<file path="src/rtl/shift_demo_ctrl.sv">
// shift_demo_ctrl: run/stop, speed-selectable step scheduler shifting a WIDTH-bit LED pattern
// FILL mode (3) is built only when SHIFT_FILL_MODE_EN is defined.
module shift_demo_ctrl #(
  parameter int WIDTH = 8,
  parameter int DIV_BASE = 12_500_000
) (
  input  logic             clk,
  input  logic             rst,
  input  logic             start_stop,
  input  logic             mode_next,
  input  logic [1:0]       spd,
  output logic [WIDTH-1:0] led,
  output logic             step,
  output logic [1:0]       mode,
  output logic             running
);
  typedef enum logic [1:0] {ROT_L, ROT_R, BOUNCE, FILL} mode_t;
  mode_t mode_q, mode_nx;
  logic [31:0] cnt, period;
  logic [WIDTH-1:0] led_nx;
  logic dir, dir_nx, term;
  assign mode = mode_q;
  assign period = 32'(DIV_BASE) >> spd;
  assign term = cnt >= period - 32'd1;
`ifdef SHIFT_FILL_MODE_EN
  assign mode_nx = mode_t'(mode_q + 2'd1);
`else
  assign mode_nx = mode_q == BOUNCE ? ROT_L : mode_t'(mode_q + 2'd1);
`endif
  // dir: 0 = left, 1 = right; it flips on the step that leaves an end bit
  always_comb begin
    dir_nx = dir;
    led_nx = {led[WIDTH-2:0], led[WIDTH-1]};
    if (mode_q == ROT_R) led_nx = {led[0], led[WIDTH-1:1]};
    else if (mode_q == BOUNCE) begin
      dir_nx = dir ? !led[0] : led[WIDTH-1];
      led_nx = dir_nx ? led >> 1 : led << 1;
    end
`ifdef SHIFT_FILL_MODE_EN
    else if (mode_q == FILL) led_nx = &led ? WIDTH'(1) : {led[WIDTH-2:0], 1'b1};
`endif
  end
  always_ff @(posedge clk) begin
    if (rst) begin
      led <= WIDTH'(1);
      mode_q <= ROT_L;
      running <= 1'b0;
      step <= 1'b0;
      dir <= 1'b0;
      cnt <= '0;
    end else begin
      step <= 1'b0;
      if (start_stop) running <= !running;
      if (mode_next) begin
        mode_q <= mode_nx;
        led <= WIDTH'(1);
        dir <= 1'b0;
        cnt <= '0;
      end else if (!running || start_stop) cnt <= '0;
      else if (term) begin
        cnt <= '0;
        step <= 1'b1;
        led <= led_nx;
        dir <= dir_nx;
      end else cnt <= cnt + 32'd1;
    end
  end
endmodule

</file>
<file path="config.mk">
export PLATFORM = sky130hd
export DESIGN_NAME = shift_demo_ctrl
export DESIGN_NICKNAME = d
export VERILOG_FILES = /design/src/rtl/shift_demo_ctrl.sv
export SDC_FILE = /design/constraint.sdc
export NUM_CORES = 1
export LEC_CHECK = 0
export BUFFER_PORTS_ARGS = -buffer_cell sky130_fd_sc_hd__buf_2
export CAP_MARGIN = 20
export CORE_ASPECT_RATIO = 0.75
export CORE_MARGIN = 3
export CORE_UTILIZATION = 40
export DETAILED_ROUTE_END_ITERATION = 8
export PLACE_DENSITY = 0.59
export SYNTH_ARGS = -nofsm -noshare
export SYNTH_HDL_FRONTEND = slang
export SYNTH_SLANG_ARGS = --single-unit
</file>
<file path="constraint.sdc">
create_clock -name clk -period 4.4 [get_ports clk]
set_input_delay 1.1 -clock clk [delete_from_list [all_inputs] [get_ports clk]]
set_output_delay 1.1 -clock clk [all_outputs]
set_load 0.03 [all_outputs]
</file>
; ---- Word-level counts from Yosys, hierarchy flattened
; Index checks and enable logic that the tools add are counted.
[totals]
register_bits = 45
input_bits = 6
output_inout_bits = 12
wordCells = 29
[classes]
n_addsub = 3
n_lt_le_gt_ge = 1
n_eq_ne = 2
shift = 1
mux = 6
bitwise_logic = 2
n_reduce_logical = 8
[op_table]
columns = operator, count
row1 = $add A32 B1 Y32 const B, 1
row2 = $ge A32 B32 Y1, 1
row3 = $shr A24 B2 Y32 const A, 1
row4 = $sub A32 B1 Y32 const B, 1
row5 = $mux W8, 3
row6 = $reduce_and A4 Y1, 1
row7 = $reduce_or A4 Y1, 1
row8 = $reduce_or A3 Y1, 1
row9 = $add A2 B1 Y2 const B, 1
row10 = $eq A2 B1 Y1 const B, 1
row11 = $eq A2 B2 Y1 const B, 1
row12 = $logic_not A1 Y1, 2
row13 = $mux W1, 2
row14 = $mux W2, 1
row15 = $not A1 Y1, 2
row16 = $reduce_and A2 Y1, 1
row17 = $reduce_or A2 Y1, 1
row18 = $logic_or A1 B1 Y1, 1

; ---- Logic depth before layout (Yosys ltp)
[depth]
ltp_word = 5
ltp_mapped = 13
depth_no_buf = 11

; ---- Least setup slack after synthesis
; OpenSTA, ideal clock, no wires.
[synth_timing]
path_kind = input-to-reg
startpoint = input port spd[0]
endpoint = register cnt[7]
setup_ps = 62
arrival_time_ps = 3397
required_time_ps = 4338
path_slack_ps = 940
cell_stages = 12
n_path_buf = 2
cell_sequence = inv_1 > nand2_1 > ha_1 > ha_1 > nand3_1 > nor4_1 > a2111o_1 > o21a_1 > or4_4 > buf_6 > buf_6 > nor2_2
[synth_between]
elab_chain_len = 4
[synth_rtl]
columns = element, line
row1 = "start, declared", 11  ; input logic [1:0] spd,
row2 = $shr A24 B2 Y32, 23  ; assign period = 32'(DIV_BASE) >> spd;
row3 = $sub A32 B1 Y32, 24  ; assign term = cnt >= period - 32'd1;
row4 = $ge A32 B32 Y1, 24
row5 = $reduce_or A4 Y1 (no line), --
row6 = "end signal, assigned", 65  ; end else cnt <= cnt + 32'd1;
row7 = "end, declared", 19  ; logic [31:0] cnt, period;
; Every way passes these cells.
; A chain may end at the register's enable or synchronous reset.

; ---- Worst setup path after layout
[layout_timing]
startpoint = input port spd[0]
endpoint = register cnt[6]
; Same word-level chain as after synthesis.

==> results_dict.tcl <==
set metrics [dict create \
    area_growth_pct 9.42 \
    die_w_microns 102 \
    post-place-ws_ps 552 \
    drive_above_1_share_pct 12.2 \
    min-delay-start "cnt[0]" \
    pin_count 18 \
    fillers 624 \
    diodes 0 \
    path_clk_slew_ps 80 \
    r2r_cells 7 \
    worst_slew_pin_slew_ps 666 \
    r2r-end "cnt[6]" \
    nNetsFinal 389 \
    clock_latency_ps 300 \
    yosysSeqAreaShare_pct 32.6 \
    rrSetupSlack_ps 1720 \
    tritoncts "done" \
    grt_max_degree 33 \
    cts_setup_buffers 0 \
    vias 2310 \
    synth_ff_type "dfxtp_1" \
    worstHoldEndpoint "cnt[0]" \
    critPathRequiredTime_ps 4630 \
    cts_sinks 45 \
    synth_area_leaders "dfxtp_1 33%, ha_1 14%, xor2_1 6.0%" \
    dp_cells 426 \
    cts_resized 0 \
    grt-ovfl-total 0 \
    period_share_pct 80.1 \
    drtPass1Iterations 4 \
    ant_nets 0 \
    leakage_nw 1.20 \
    ir_worst_vdd_mv 0.132 \
    first_global_vias 2255 \
    synth.top_cell.area_share_pct 32.6 \
    grt_setup_unrepaired "no" \
    fin_ws_ps 874 \
    fp.coreArea_sq_um 6510 \
    synth_edf_count 0 \
    final-setup-viol-count 0 \
    grt_pass1_wl_microns 10400 \
    async_flop_share_pct 0 \
    finalSetupTns_ps 0 \
    finalMaxSlewViolations 0 \
    viasPerCell 5.33 \
    antenna_found_initial 0 \
    routabilityCongestion 0.830 \
    synth_seq_cells 45 \
    root_buffer "clkbuf_8" \
    track_usage_pct 16.3 \
    reg2reg_from "cnt[9]" \
    synth_area_leader_cell "dfxtp_1" \
    max-cap-violations 0 \
    numCtsBuffers 5 \
    design.die.area_sq_um 7950 \
    dp_hpwl_microns 4400 \
    cellPowerDensity_nw_per_um2 254 \
    crit_path_max_fanout 32 \
    cts_buffer_depth 2 \
    wirelength_microns 5810 \
    max_freq_mhz 284 \
    port_buffers 17 \
    power_mw 0.769 \
    rows 25 \
    drt-wirelength-per-cell_microns 13.4 \
    worstHoldPathType "flip-flop to flip-flop" \
    start_util_pct 42.5 \
    dr.first_iter.drc_count 97 \
    holdWs_ps 460 \
    synth.distinct_cells 44 \
    critical_path_arrival_ps 3760 \
    slew_headroom_pct 55.4 \
    start_kind "primary input" \
    synth.avg_cell_area_sq_um 8.43 \
    finish.utilization_pct 46.5 \
    synth_commonest_cells "45 x dfxtp_1, 43 x nor2_1, 31 x ha_1, 24 x nand2_1" \
    final_cells 433 \
    whs_path_depth 1 \
    critPathKind "primary input to flip-flop" \
    end_kind "flip-flop" \
    final_area_sq_um 3020 \
    syn_inst 328 \
    outcome "finished clean" \
    htreeDepth 2 \
    die_y_microns 78.0 \
    hold_violations 0 \
    post_dp_cell_area_sq_um 2920 \
    drc 0 \
    synthesis.area_sq_um 2760 \
    post-route-min-period_ps 3530 \
    yosysMostFrequentCell "dfxtp_1" \
    cts_hold_buf 0 \
    yosys_warnings 0 \
    skew_ps 4.22 \
]
## how the worst max path moves through the flow
stage / cells after the start / slack (ps) / to / startpoint
floorplan: 12 / 940 / cnt[7] / spd[0]
global placement: 11 / 620 / cnt[6] / spd[0]
detailed placement: 11 / 550 / cnt[6] / spd[0]
CTS: 11 / 870 / cnt[6] / spd[0]
global route: 10 / 690 / cnt[3] / spd[1]
finish: 11 / 870 / cnt[6] / spd[0]
## cell type report
cell class,instances,area [sq um],share of cell area [%]
repair buffers,17,85.1,2.81
inverters,11,41.3,1.37
clock inverters,2,35.0,1.16
flip-flops and latches,45,901,29.8
clock buffers,5,68.8,2.28
well taps,81,101,3.35
multi-input cells,272,1790,59.2
## flip-flops by register name, summed over array words and instances, names as in the netlist
name and flops:
step 1, dir 1, cnt 32, led 8, running 1, mode 2
## cell usage in the layout, fill, tap and decap left out, types with 2 or more instances in the layout
cell,instances
a211oi_1,7
a21oi_1,19
and3_1,3
and4_1,2
buf_2,17
clkbuf_8,5
conb_1,11
dfxtp_1,45
ha_1,31
inv_1,11
mux2_2,4
mux2i_1,2
nand2_1,24
nand2b_1,4
nand3_1,11
nand4_1,19
nor2_1,43
nor2_2,11
nor2b_1,2
nor3_1,12
nor4_1,5
o211ai_1,2
o21a_1,2
o21ai_0,8
o31ai_1,4
or2_2,2
xnor2_1,10
xor2_1,19
## kinds of logic (layout without fill, tap and decap cells)
logic type	after synthesis	count (layout)	synth area share [%]
AND/OR/NAND/NOR	143	143	25.8
AO/OA/AOI/OAI	52	52	12.0
flip-flops	45	45	32.6
adder cells (fa/ha/maj)	31	31	14.0
XOR/XNOR	29	29	9.19
buffers and inverters	20	35	3.80
multiplexers	6	6	2.35
other	2	11	0.272
## metal layers
metal	track usage, %	vias to the layer above	wire length, microns	part of all wire (%)
met5	0	-	0	0
met4	4.72	0	59	1.0
met3	3.23	7	135	2.3
met2	23.7	21	2370	41
met1	24.1	1077	3240	56
li1	-	1205	-	-
## where the power goes
group          internal, mW  switching [mW]  leakage [nW]
clock network         0.165           0.142        0.0540
registers             0.409         0.00381         0.363
logic                0.0181          0.0315         0.781
## worst max-delay path: stages
cell and delay (ps):
buf_2 140, inv_1 80, nand2_1 80, ha_1 300, ha_1 290, nand3_1 100
nor4_1 50, a2111o_1 430, o21a_1 240, or4_4 750, a21oi_1 190
Note: power is estimated with default switching activity, not from simulation.
